**src/rtl/ascii_lane_counter.sv**
```systemverilog
// Multi-lane decimal ASCII counter: lane l holds base+l, all lanes advance by LANES per
// accepted batch, with a sticky overflow stop and a synchronous clear back to START.
module ascii_lane_counter #(
    parameter int unsigned     DIGITS = 8,
    parameter int unsigned     LANES  = 4,
    parameter longint unsigned START  = 64'd1
) (
    input  logic                                   clk,
    input  logic                                   reset,
    input  logic                                   clear,
    input  logic                                   ready,
    output logic                                   valid,
    output logic [LANES*8*DIGITS-1:0]              ascii_digits,
    output logic [LANES*$clog2(1+DIGITS)-1:0]      enabled_digits,
    output logic                                   overflow
);

    localparam int unsigned W = $clog2(1 + DIGITS);

    localparam logic [1:0] LOAD = 2'd0;
    localparam logic [1:0] RUN  = 2'd1;
    localparam logic [1:0] DONE = 2'd2;

    function automatic longint unsigned pow10(input int unsigned n);
        longint unsigned p;
        p = 64'd1;
        for (int unsigned k = 0; k < n; k++) p = p * 64'd10;
        return p;
    endfunction

    function automatic logic [3:0] start_digit(input int unsigned lane, input int unsigned idx);
        longint unsigned v;
        v = START + 64'(lane);
        for (int unsigned k = 0; k < idx; k++) v = v / 64'd10;
        return 4'(v % 64'd10);
    endfunction

    // With 20 digits every 64-bit START fits, so the range check only applies below that.
    if (DIGITS < 1 || DIGITS > 20 || LANES < 1 || LANES > 9 ||
        (DIGITS < 20 && (START + 64'(LANES) - 64'd1) >= pow10(DIGITS))) begin : g_param_check
        $error("ascii_lane_counter: DIGITS/LANES/START out of range");
    end

    logic [1:0]                          state;
    logic [LANES-1:0][DIGITS-1:0][3:0]   bcd;
    logic [LANES-1:0][DIGITS-1:0][3:0]   bcd_next;
    logic [LANES-1:0][DIGITS-1:0][3:0]   bcd_init;
    logic [LANES-1:0]                    lane_carry;
    logic                                any_carry;
    logic                                carry;
    logic [4:0]                          digit_sum;
    logic [W-1:0]                        digit_count;

    for (genvar l = 0; l < LANES; l++) begin : g_lane
        for (genvar i = 0; i < DIGITS; i++) begin : g_digit
            assign bcd_init[l][i] = start_digit(l, i);
            assign ascii_digits[l*8*DIGITS + 8*i +: 8] = {4'h3, bcd[l][i]};
        end
    end

    // Digit 0 absorbs the whole stride; higher digits only ever see a carry of one.
    always_comb begin
        bcd_next   = bcd;
        lane_carry = '0;
        carry      = 1'b0;
        digit_sum  = '0;
        for (int unsigned l = 0; l < LANES; l++) begin
            digit_sum = {1'b0, bcd[l][0]} + 5'(LANES);
            if (digit_sum >= 5'd10) begin
                bcd_next[l][0] = 4'(digit_sum - 5'd10);
                carry          = 1'b1;
            end else begin
                bcd_next[l][0] = digit_sum[3:0];
                carry          = 1'b0;
            end
            for (int unsigned i = 1; i < DIGITS; i++) begin
                if (carry) begin
                    if (bcd[l][i] == 4'd9) begin
                        bcd_next[l][i] = '0;
                    end else begin
                        bcd_next[l][i] = bcd[l][i] + 4'd1;
                        carry          = 1'b0;
                    end
                end
            end
            lane_carry[l] = carry;
        end
    end

    assign any_carry = |lane_carry;

    always_comb begin
        enabled_digits = '0;
        digit_count    = '0;
        for (int unsigned l = 0; l < LANES; l++) begin
            digit_count = W'(1);
            for (int unsigned i = 0; i < DIGITS; i++) begin
                if (bcd[l][i] != 4'd0) digit_count = W'(i + 1);
            end
            enabled_digits[l*W +: W] = digit_count;
        end
    end

    always_ff @(posedge clk or posedge reset) begin
        if (reset) begin
            state <= LOAD;
            bcd   <= bcd_init;
        end else if (clear) begin
            state <= LOAD;
            bcd   <= bcd_init;
        end else begin
            case (state)
                LOAD: state <= RUN;
                RUN: begin
                    if (ready) begin
                        if (any_carry) state <= DONE;
                        else           bcd   <= bcd_next;
                    end
                end
                DONE:    state <= DONE;
                default: state <= LOAD;
            endcase
        end
    end

    assign valid    = (state == RUN);
    assign overflow = (state == DONE);

endmodule

```
**config.mk**
```make
export PLATFORM = sky130hd
export DESIGN_NAME = ascii_lane_counter
export DESIGN_NICKNAME = d
export VERILOG_FILES = /design/src/rtl/ascii_lane_counter.sv
export SDC_FILE = /design/constraint.sdc
export NUM_CORES = 1
export LEC_CHECK = 0
export BUFFER_PORTS_ARGS = -buffer_cell sky130_fd_sc_hd__buf_2
export CELL_PAD_IN_SITES_DETAIL_PLACEMENT = 2
export CELL_PAD_IN_SITES_GLOBAL_PLACEMENT = 2
export CORE_MARGIN = 4
export CORE_UTILIZATION = 31
export DETAILED_ROUTE_END_ITERATION = 12
export GPL_ROUTABILITY_DRIVEN = 0
export PLACE_DENSITY = 0.93
export SETUP_SLACK_MARGIN = 0.05
export SLEW_MARGIN = 5
export SYNTH_ARGS = -nofsm -noshare
export SYNTH_HDL_FRONTEND = slang
export SYNTH_SLANG_ARGS = --single-unit
```
**constraint.sdc**
```tcl
create_clock -name clk -period 5.7 [get_ports clk]
set_input_delay 0.855 -clock clk [delete_from_list [all_inputs] [get_ports clk]]
set_output_delay 0.855 -clock clk [all_outputs]
set_load 0.02 [all_outputs]
```
# --- After elaboration in Yosys (flattened, before gate mapping) ---
# Index checks and enable logic that the tools add are counted.
classes:
  addsub: 36
  magnitude_cmp: 4
  n_eq_ne: 33
  muxes: 156
  n_reduce_logical: 90
ops:
  columns: ["op", "count"]
  rows:
  - ["$mux 128", 4]
  - ["$mux 4", 84]
  - ["$add 4x1->4 const B", 28]
  - ["$eq 4x4->1 const B", 28]
  - ["$reduce_and 4->1", 28]
  - ["$reduce_bool 4->1", 28]
  - ["$mux 1", 60]
  - ["$reduce_bool 2->1", 30]
  - ["$add 4x3->5 const B", 4]
  - ["$ge 5x4->1 const B", 4]
  - ["$sub 4x4->4 const B", 4]
  - ["$mux 2", 7]
  - ["$pmux 2 s3", 1]
  - ["$reduce_or 4->1", 1]
  - ["$ne 3x2->1 const B", 1]
  - ["$ne 3x3->1 const B", 1]
  - ["$reduce_and 3->1", 1]
  - ["$eq 2x1->1 const B", 1]
  - ["$eq 2x2->1 const B", 1]
  - ["$logic_not 2->1", 1]
  - ["$ne 2x2->1 const B", 1]
  - ["$reduce_and 2->1", 1]
totals:
  ff_bits: 130
  input_bits: 4
  word_cells: 352

# --- Logic depth before layout (Yosys ltp) ---
logic_depth:
  word_depth: 15
  depth_mapped: 13
  mapped_depth_nobuf: 10

# --- Worst setup path after synthesis ---
# OpenSTA, ideal clock, no wires.
synth_path:
  path_kind: "register to register"
  startpoint: "reg bcd (netlist bit ascii_digits[194])"
  endpoint: "reg bcd (netlist bit ascii_digits[80])"
  arrival_time_ns: 3.015
  required_ns: 5.575
  path_slack_ns: 2.561
  stages_incl_launch_ff: 12
  period_less_slack_ns: 3.139
  path_cell_list: "dfstp_2 ha_1 inv_1 fa_1 a21o_1 nand4_1 nor3_1 or3_1 buf_4 buf_6 nor4_1 mux2_2"
synth_via:
  elab_chain_len: 13
synth_lines:
  columns: ["item", "line", "text"]
  rows:
  - ["start, declared", "45", "logic [LANES-1:0][DIGITS-1:0][3:0] bcd;"]
  - ["start signal, assigned", "107", "bcd <= bcd_init;"]
  - ["start signal, assigned", "110", "bcd <= bcd_init;"]
  - ["start signal, assigned", "117", "else bcd <= bcd_next;"]
  - ["$add 4x3->5", "68", "digit_sum = {1'b0, bcd[l][0]} + 5'(LANES);"]
  - ["$ge 5x4->1", "69", "if (digit_sum >= 5'd10) begin"]
  - ["$mux 1", "69", null]
  - ["$mux 1 (7 in a row)", "77", "if (carry) begin"]
  - ["$reduce_or 4->1", "90", "assign any_carry = |lane_carry;"]
  - ["$ne 2x2->1 (no line)", null, null]
  - ["$reduce_and 4->1 (no line)", null, null]
# Every way passes these cells.
# A chain may end at the register's enable or synchronous reset.

# --- Final worst setup path ---
layout_path:
  startpoint: "reg bcd (netlist bit ascii_digits[129])"
  endpoint: "reg bcd (netlist bit ascii_digits[56])"
# The elaborated chain is that of the path after synthesis.

==> impl_results.md <==
- Row count: 64
- Layout area overhead: 11.40%
- Fraction of layout cells with a size suffix above 1: 18.50%
- Netlist cell types: 85
- CP Data Arrival Time: 4750 ps
- Post-Syn Area per Cell: 8.501 um^2
- Worst-Margin Slew: 973.4 ps
- First-pass GRT wire length: 53960 um
- Setup repair bufs after CTS: 0
- H-tree Lvls: 4
- DR vias/cell: 5.526
- Post-Syn Instances: 1136
- Per-cell routed wire length: 20.49 um
- Core Region: 0.03067 mm^2
- Post-DP Area: 0.01023 mm^2
- Tmin final: 4432 ps
- RSZ-0062 raised after global routing: false
- Clock slew seen by the registers of the worst setup and hold paths: 70 ps
- Pre-Repair DR Iteration Count: 4
- Max Transition Viols Final: 0
- GR Overflow Total: 0
- Clock Latency Late Sink: 430 ps
- Clk root buf: clkbuf_16
- Worst min path class: in2async
- Flop2flop setup slack: 1270 ps
- # setup viols final: 0
- Crit path max fanout: 56
- CTS tree: done
- ANT nets after route: 0
- Post-CTS Hold Buffers: 0
- Critical Path Start Type: flop
- Max clock buf depth: 2
- Cell area after synthesis: 0.009657 mm^2
- Routed via count: 9207
- # IOs: 278
- Predominant post-synthesis flop cell: dfrtp_1
- GRT Resource Usage Total: 19.47%
- Routed WL: 34140 um
- Vias in the first global route: 9780
- Yosys Warn Count: 0
- Ant. Diodes: 0
- Setup_tns: 0 ps
- Clk_skew: 12.32 ps
- Max_cap viols: 0
- Status: finished clean
- Final nets: 1287
- Period utilization: 77.76%
- Residual DRC count: 0
- Rel. slew slack: 34.51%
- Pleak: 4.805 nW
- Initial Util: 31.49%
- WP data required: 6020 ps
- Worst vdd ir: 218.3 uV
- Sequential cell area fraction in the yosys report: 32.96%
- Filler cells: 3560
- Starting DRT DRC Count: 604
- HPWL after DPL: 23930 um
- EDFF count, synth: 0
- Worst setup path class: reg2reg
- Power per standard cell area: 234.9 mW/mm^2
- Final Hold Fails: 0
- Largest net degree at the start of global routing: 76
- Synthesized flop and latch total: 127
- Initial antenna violation count: 0
- Post-cts resize count: 0
- I/O Buffers: 147
- Fin area: 0.01076 mm^2
- CTS Buf Count: 17
- CP endpoint kind: flop
- Die width: 184.5 um
- Min Hold Slack: 458.9 ps
- End-of-flow core utilization: 35.08%
- Max Fclk: 225.6 MHz
- CTS sink cnt: 127
- Die Y: 184.5 um
- Fraction of registers with async set/reset: 100.0%
- Die area: 0.03404 mm^2
[per-stage QoR]
step	worst slack [ps]	total power, mW	instances
final	1268	2.527	1666
after global routing	944.2	2.645	1666
after CTS	1249	2.545	1666
after detailed placement	1276	1.512	1635
after global placement	1562	1.484	1635
after floorplan	1467	1.429	1264
[power by group]
| group | total, mW | leakage (nW) | internal [mW] | switching [mW] |
|---|---|---|---|---|
| clock network | 1.02 | 0.250 | 0.564 | 0.456 |
| logic | 0.534 | 2.81 | 0.142 | 0.392 |
| registers | 0.972 | 1.75 | 0.931 | 0.0417 |
| total | 2.53 | 4.81 | 1.64 | 0.890 |
[flip-flops by register name, summed over array words and instances, names as in the netlist]
| signal | cells |
|---|---|
| ascii_digits | 125 |
| state | 2 |
[path summary, 6_finish.rpt]
kind	cells past startpoint	endpoint	startpoint
min in group clk	2	state[1]	state[1]
worst max-delay path	11	ascii_digits[56]	ascii_digits[129]
worst min register to register	2	state[1]	state[1]
worst max register to register	11	ascii_digits[56]	ascii_digits[129]
max in group asynchronous	3	ascii_digits[130]	reset
worst min-delay path	2	ascii_digits[90]	reset
[final cells by class]
class	count	area (um^2)	share of cell area (%)
Multi-Input combinational cell	901	5522	51.33
Sequential cell	127	3183	29.59
Timing Repair Buffer	159	828.3	7.699
Tap cell	396	495.5	4.606
Clock buffer	18	439.2	4.082
Inverter	52	197.7	1.838
Clock inverter	13	92.59	0.8607
[cells in the mapped netlist (14+ instances only)]
master,count,area share (%)
nand4_1,22,1.4
buf_4,136,11
nor3_1,17,0.88
ha_1,21,2.7
dfrtp_1,123,32
o21ai_0,76,3.9
o31ai_1,29,2.3
or4_1,70,5.4
or3_1,20,1.3
nor4_1,28,1.8
clkbuf_1,32,1.2
nor2_1,67,2.6
inv_1,52,2.0
a31oi_1,26,1.7
nand3b_1,14,1.1
nand2_1,57,2.2
nand3_1,38,2.0
nor2b_1,43,2.8
a21oi_1,89,4.6
[routing by layer]
layer	global-route usage (%)	part of all wire, %	vias to the layer above
li1	-	-	4173
met1	25.10	44	4771
met2	33.73	50	222
met3	3.177	4.0	41
met4	5.531	1.9	0
met5	0	0	-
[cell usage in the layout (no fill, tap or decap), drive strengths merged, types with 6 or more instances in the layout]
cell type / instances
and2: 10
nor4bb: 12
dfrtp: 123
a31oi: 26
conb: 130
nor2b: 43
mux2i: 13
nor2: 67
ha: 21
or4: 72
nor4: 29
inv: 54
nor3: 17
or3: 21
mux2: 10
nand3: 38
and3: 8
buf: 159
nand3b: 14
o31ai: 29
clkbuf: 18
nand4: 22
clkinv: 6
o21ai: 78
nand4b: 7
nand2: 58
a21oi: 89
[critical path: stages, from the launching register on]
cell      delay [ps]
dfstp_2          550
inv_1             60
ha_1             200
inv_1             70
fa_1             210
inv_1             80
a2111o_1         440
nor4_1           860
or3_2            790
buf_4            560
nor4_1           120
mux2_1           330
[kinds of logic after synthesis]
kind of cell	after synthesis	share of synthesized area [%]
buffers and inverters	236	15.02
and+or+nand+nor	451	28.71
DFF	127	32.96
other	2	0.07777
AOI/OAI and AO/OA	268	16.81
muxes	23	2.514
adders and majority gates	25	3.550
xor gates and xnor gates	4	0.3629
Power figures use the tool's default switching activity.
